**src/rtl/dcache_controller.sv**
```systemverilog
// Miss-handling controller for a 2-way, 16-set, 256-bit-line data cache.
// Hits are served combinationally. Misses write back a dirty victim, fetch the line, fill it, then retry.
module dcache_controller (
  input  logic         clk_i,
  input  logic         rst_i,
  input  logic [31:0]  cpu_addr_i,
  input  logic [31:0]  cpu_data_i,
  input  logic         cpu_memread_i,
  input  logic         cpu_memwrite_i,
  output logic [31:0]  cpu_data_o,
  output logic         cpu_stall_o,
  output logic [31:0]  mem_addr_o,
  output logic [255:0] mem_data_o,
  output logic         mem_enable_o,
  output logic         mem_write_o,
  input  logic [255:0] mem_data_i,
  input  logic         mem_ack_i,
  output logic [3:0]   sram_addr_o,
  output logic [24:0]  sram_tag_o,
  output logic [255:0] sram_data_o,
  output logic         sram_enable_o,
  output logic         sram_write_o,
  input  logic [24:0]  sram_tag_i,
  input  logic [255:0] sram_data_i,
  input  logic         sram_hit_i
);

  // Handshake: cpu_memread_i/cpu_memwrite_i form a request that the CPU holds
  // stable until a cycle with cpu_stall_o low, in which the access completes.
  // mem_enable_o is a one-cycle request; mem_ack_i is a one-cycle completion.
  typedef enum logic [2:0] {
    IDLE      = 3'd0,
    MISS      = 3'd1,
    WRITEBACK = 3'd2,
    FETCH     = 3'd3,
    REFILL    = 3'd4
  } state_t;

  state_t       state_q;
  logic [31:0]  wb_addr_q;
  logic [255:0] wb_data_q;
  logic         fetch_req_q;

  logic         req;
  logic         read_only;
  logic [22:0]  cpu_tag;
  logic [3:0]   index;
  logic [2:0]   word_sel;
  logic         victim_dirty;
  logic         lookup_state;
  logic         serve;
  logic         miss_now;
  logic [255:0] merged_line;
  logic         unused_byte_bits;

  assign req          = cpu_memread_i | cpu_memwrite_i;
  assign read_only    = cpu_memread_i & ~cpu_memwrite_i;
  assign cpu_tag      = cpu_addr_i[31:9];
  assign index        = cpu_addr_i[8:5];
  assign word_sel     = cpu_addr_i[4:2];
  assign victim_dirty = sram_tag_i[24] & sram_tag_i[23];
  assign unused_byte_bits = ^cpu_addr_i[1:0];

  // REFILL retries the lookup exactly like IDLE does.
  assign lookup_state = (state_q == IDLE) || (state_q == REFILL);
  assign serve        = lookup_state & req & sram_hit_i;
  assign miss_now     = lookup_state & req & ~sram_hit_i;

  always_comb begin
    merged_line = sram_data_i;
    merged_line[{word_sel, 5'b0} +: 32] = cpu_data_i;
  end

  always_comb begin
    cpu_data_o = 32'h0;
    if (serve && read_only)
      cpu_data_o = sram_data_i[{word_sel, 5'b0} +: 32];
    cpu_stall_o = miss_now || (state_q == MISS) || (state_q == WRITEBACK) ||
                  (state_q == FETCH);
  end

  always_comb begin
    sram_enable_o = req;
    sram_addr_o   = index;
    sram_tag_o    = {2'b00, cpu_tag};
    sram_data_o   = merged_line;
    sram_write_o  = 1'b0;
    if (serve && cpu_memwrite_i) begin
      sram_write_o = 1'b1;
      sram_tag_o   = {2'b11, cpu_tag};
    end else if (state_q == FETCH && mem_ack_i) begin
      sram_write_o = 1'b1;
      sram_data_o  = mem_data_i;
      sram_tag_o   = {2'b10, cpu_tag};
    end
  end

  // In MISS the victim comes straight from the lookup; afterwards the held copy is used.
  always_comb begin
    mem_enable_o = 1'b0;
    mem_write_o  = 1'b0;
    mem_addr_o   = {cpu_tag, index, 5'b0};
    mem_data_o   = wb_data_q;
    case (state_q)
      MISS: begin
        mem_enable_o = 1'b1;
        if (victim_dirty) begin
          mem_write_o = 1'b1;
          mem_addr_o  = {sram_tag_i[22:0], index, 5'b0};
          mem_data_o  = sram_data_i;
        end
      end
      WRITEBACK: mem_addr_o = wb_addr_q;
      FETCH:     mem_enable_o = fetch_req_q;
      default: ;
    endcase
  end

  always_ff @(posedge clk_i or posedge rst_i) begin
    if (rst_i) begin
      state_q     <= IDLE;
      wb_addr_q   <= 32'h0;
      wb_data_q   <= 256'h0;
      fetch_req_q <= 1'b0;
    end else begin
      fetch_req_q <= 1'b0;
      case (state_q)
        IDLE, REFILL: state_q <= miss_now ? MISS : IDLE;
        MISS: begin
          if (victim_dirty) begin
            wb_addr_q <= {sram_tag_i[22:0], index, 5'b0};
            wb_data_q <= sram_data_i;
            state_q   <= WRITEBACK;
          end else begin
            state_q <= FETCH;
          end
        end
        WRITEBACK: begin
          if (mem_ack_i) begin
            fetch_req_q <= 1'b1;
            state_q     <= FETCH;
          end
        end
        FETCH:   if (mem_ack_i) state_q <= REFILL;
        default: state_q <= IDLE;
      endcase
    end
  end

endmodule

```
**config.mk**
```make
export PLATFORM = sky130hd
export DESIGN_NAME = dcache_controller
export DESIGN_NICKNAME = d
export VERILOG_FILES = /design/src/rtl/dcache_controller.sv
export SDC_FILE = /design/constraint.sdc
export NUM_CORES = 1
export LEC_CHECK = 0
export BUFFER_PORTS_ARGS = -buffer_cell sky130_fd_sc_hd__buf_4
export CAP_MARGIN = 0
export CORE_AREA = 2 2 477 479
export CTS_CLUSTER_DIAMETER = 50
export DETAILED_ROUTE_END_ITERATION = 10
export DIE_AREA = 0 0 479 481
export GPL_TIMING_DRIVEN = 0
export MAX_ROUTING_LAYER = met4
export PLACE_DENSITY = 0.3
export SYNTH_ARGS = -nofsm -noshare
export SYNTH_HDL_FRONTEND = slang
export SYNTH_SLANG_ARGS = --single-unit
```
**constraint.sdc**
```tcl
create_clock -name clk_i -period 18.9 [get_ports clk_i]
set_input_delay 2.835 -clock clk_i [delete_from_list [all_inputs] [get_ports clk_i]]
set_output_delay 2.835 -clock clk_i [all_outputs]
set_load 0.01 [all_outputs]
```
==> results.md <==
- The net count of the finished layout is 3695.
- In the final routing, the length of wire on met1 measures about 97000 µm.
- The cell area that synthesis handed to floorplanning was 19000 µm².
- The share of the synthesized area in the top cell type is 0.378.
- From synthesis to final layout, the design area changed by 85.4%.
- Based on the critical path, the design can be clocked at up to 0.0928 GHz.
- The number of standard cells after synthesis is 1780.
- For this run, the total global-route usage over all layers was measured as 0.215.
- In the final routed layout, each cell accounts on average for 40.1 µm.
- The die extent in x is 479 µm.
- Max-cap violations in this run came to 2.
- The final routed DRC violation total is 0.
- The total count of max-transition violations in the final report is 22.
- After floorplanning, the core was divided into ~180 placement rows.
- The number of gates resized after CTS was 0.
- The largest voltage drop on the vdd net is roughly 0.000066 V.
- The clock skew after layout is 0.0397 ns.
- The CTS buffer count is 84.
- The tree built by TritonCTS fans out to 287 sinks.
- The power share of the combinational group is 0.525.
- Of the total power, the clock network draws 0.294.
- The final reports fail on capacitance limit, slew limit.
- The share of post-route cells with drive strength above 1 is 0.597.
- The sort of element at the start of the critical path is an input port.
- In this run, synthesis inferred 0 flip-flops with an integrated enable.
- In the routed layout, each cell is associated on average with a via count of between 3 and 4.
- Hold is met by 0.492 ns.
- The congestion estimate from routability-driven global placement came to 0.871.
- The first detailed-routing pass took 5 iterations.
- The remaining antenna violation count is 0.
- In the synthesized netlist the async set-or-reset flop fraction comes to 1.00.
- The switching portion of total power is 0.427.
- In this run the static leakage power is 15.1 nW.
- The deepest level of the CTS H-tree is 3.
- Entering global routing, the biggest net connects 87 pins.
- The final setup TNS is 0 ns.
- After detailed routing, the total wire length is 249000 µm.
- The type of the worst setup path is in -> out.
- Post-CTS timing repair inserted 0 buffers for setup.
- The internal power of the cells totals 0.00312 W.
- Setup violations remaining at the end of the flow were counted as 0.
- In the synthesized netlist, the cells that appear most often are 288 x sky130_fd_sc_hd__nand2_1, 287 x sky130_fd_sc_hd__dfrtp_1, 287 x sky130_fd_sc_hd__mux2_2, 226 x sky130_fd_sc_hd__o211ai_1, 130 x sky130_fd_sc_hd__o21ai_0.
- 1217 I/O pins were placed.
- After detailed routing, the met3 layer carries between 20000 and 25000 µm of wire.
- The half-perimeter wire length after detailed placement is 205000 µm.
- The min-delay analysis places its worst path in the category reg -> reg.
- Of the total power, registers draw 0.181.
- The kind of end point of the critical path is an output pin.
- The most instantiated library cell after synthesis is sky130_fd_sc_hd__nand2_1.
- At the pin with the least slew margin, the transition time is 1.55 ns.
- The number of different library cells used by synthesis comes to 41.
- The initial antenna violation count is slightly above 80.
- Of the synthesized area, sequential elements account for 0.378.
- The dominant cell type by area after synthesis is sky130_fd_sc_hd__dfrtp_1.
- Routed signal wires occupy layers up through met4.
- The via count of the first global-routing pass is 24059.
- By area the synthesized netlist is led by sky130_fd_sc_hd__dfrtp_1 38%, sky130_fd_sc_hd__mux2_2 17%, sky130_fd_sc_hd__o211ai_1 8.9%, sky130_fd_sc_hd__mux4_2 7.6%, sky130_fd_sc_hd__mux2i_1 6.8%.
- The placeable core area is 226000 µm².
- The endpoint required time on the critical path is roughly 16 ns.
- The average footprint of a synthesized cell is 10.7 µm².
- In this run the tightest slew margin relative to its limit is -0.0301.
- The effective utilization at floorplan is 0.0841.
- The initial DRC count is 1497.
- The number of hold violations in the final report is 0.
- The commonest register cell after synthesis is sky130_fd_sc_hd__dfrtp_1.
- The first global-routing pass estimated 302000 µm of wire.
- Clock-pin slew was measured on the worst setup and hold paths at ~0.040 ns.
- Of the available clock period, the critical path in the final layout requires 0.570.
- Global routing finished with a remaining overflow of 0.
- The final route contains roughly 23000 vias.
- TritonCTS built the clock tree.
- The die is 481 µm tall.
- Counting along the longest clock path gives a buffer depth of 3.
- The flow ran to the end, but the final reports show violations.
- The number of buffers inserted by port buffering is 1208.
- For this design the ratio of total power to cell area is 155 nW/µm².
- The time the worst path needs with I/O delays and setup is 10.78 ns.
- The worst-skew pair later-pin latency is 0.72 ns.
- In the detailed route, the total length drawn on met2 is around 120000 µm.
- The die outline area is 230000 µm².
- The number of flip-flops and latches in the synthesized netlist is 287.
- The net switching power is 0.00233 W.
- The root buffer selected by CTS is sky130_fd_sc_hd__clkbuf_16.
- The arrival time of data at the critical path endpoint is just under 8 ns.
- Buffers inserted to repair hold after CTS numbered 0.
- The number of warnings printed during yosys synthesis is 0.
- Setup repair after global routing left no endpoint under its margin.
- The top fanout value on the critical path is 10.
cell type report:
class / count / area [µm²]
buffer: 217 / 1090
sequential: 287 / 7180
inverter: 7 / 33.8
timing repair buffer: 1215 / 9250
clock buffer: 110 / 2390
antenna: 33 / 82.6
tap: 3009 / 3760
fill: 25664 / 191000
multi-input combinational: 1273 / 10700
clock inverter: 47 / 672
layer usage:
metal / vias up / GRT usage
met4: 0 / 0.0718
met2: 1466 / 0.351
met3: 328 / 0.0774
met1: 11817 / 0.241
li1: 9355 / -
met5: - / -
per-stage QoR:
stage	instances	area (µm²)	total power [W]	utilization	setup WS, ns
after floorplan	1784	19000	0.00206	-	8.14
after global placement	6001	31800	0.00390	0.141	0.950
after detailed placement	6008	32100	0.00392	0.142	7.79
after CTS	6165	35100	0.00556	0.156	7.78
after global routing	6190	35200	0.00571	0.156	7.87
final	6198	35200	0.00545	0.156	8.12
critical path, stage by stage:
cell and delay (ns):
sky130_fd_sc_hd__buf_2 0.24, sky130_fd_sc_hd__buf_2 0.48, sky130_fd_sc_hd__buf_2 0.68, sky130_fd_sc_hd__inv_1 0.10, sky130_fd_sc_hd__ha_1 0.25, sky130_fd_sc_hd__ha_1 0.28, sky130_fd_sc_hd__buf_2 0.16, sky130_fd_sc_hd__nor4b_2 0.87
sky130_fd_sc_hd__buf_2 0.77, sky130_fd_sc_hd__mux2i_1 0.15, sky130_fd_sc_hd__o21ai_0 0.80, sky130_fd_sc_hd__buf_4 0.26
registers in the layout, indices dropped and copies added (netlist names):
| signal | flops |
|---|---|
| state_q | 3 |
| wb_addr_q | 27 |
| fetch_req_q | 1 |
| wb_data_q | 256 |
cell families after synthesis:
group,Yosys count,synth area share
AND/OR/NAND/NOR,339,0.0757
other,1,0.000198
buffers and inverters,224,0.0571
AO/OA/AOI/OAI,445,0.172
multiplexers,480,0.314
adder cells (fa/ha/maj),3,0.00198
XOR/XNOR,1,0.000461
flip-flops,287,0.378
power by group through the flow:
stage / Sequential [W] / Clock (W) / Combinational [W]
2_1_floorplan: 0.000976 / 0 / 0.00108
3_3_place_gp: 0.000993 / 0 / 0.00291
3_5_place_dp: 0.000995 / 0 / 0.00292
4_1_cts: 0.000987 / 0.00164 / 0.00293
5_1_grt: 0.00102 / 0.00167 / 0.00303
6_report: 0.000988 / 0.00160 / 0.00286
cell usage in the layout, fill, tap and decap left out, drive strengths merged, types with 5 or more instances in the layout:
cell,instances
a221o,23
a22o,32
and2,24
buf,1336
bufinv,13
clkbuf,206
clkinv,18
clkinvlp,7
conb,5
dfrtp,287
diode,33
inv,16
mux2,287
mux2i,129
mux4,64
nand2,288
o211ai,256
o21ai,130
or2,6
final timing paths:
check	start	to	slack, ns	cells past startpoint
worst max-delay path	cpu_addr_i[2]	sram_data_o[238]	8.12	12
max in group asynchronous	rst_i	wb_data_q[143]	15.70	3
worst min register to register	wb_data_q[168]	wb_data_q[168]	0.49	1
worst min-delay path	wb_data_q[168]	wb_data_q[168]	0.49	1
min in group asynchronous	rst_i	wb_data_q[32]	2.14	2
worst max register to register	state_q[2]	wb_data_q[167]	15.19	5
Power figures use the tool's default switching activity.
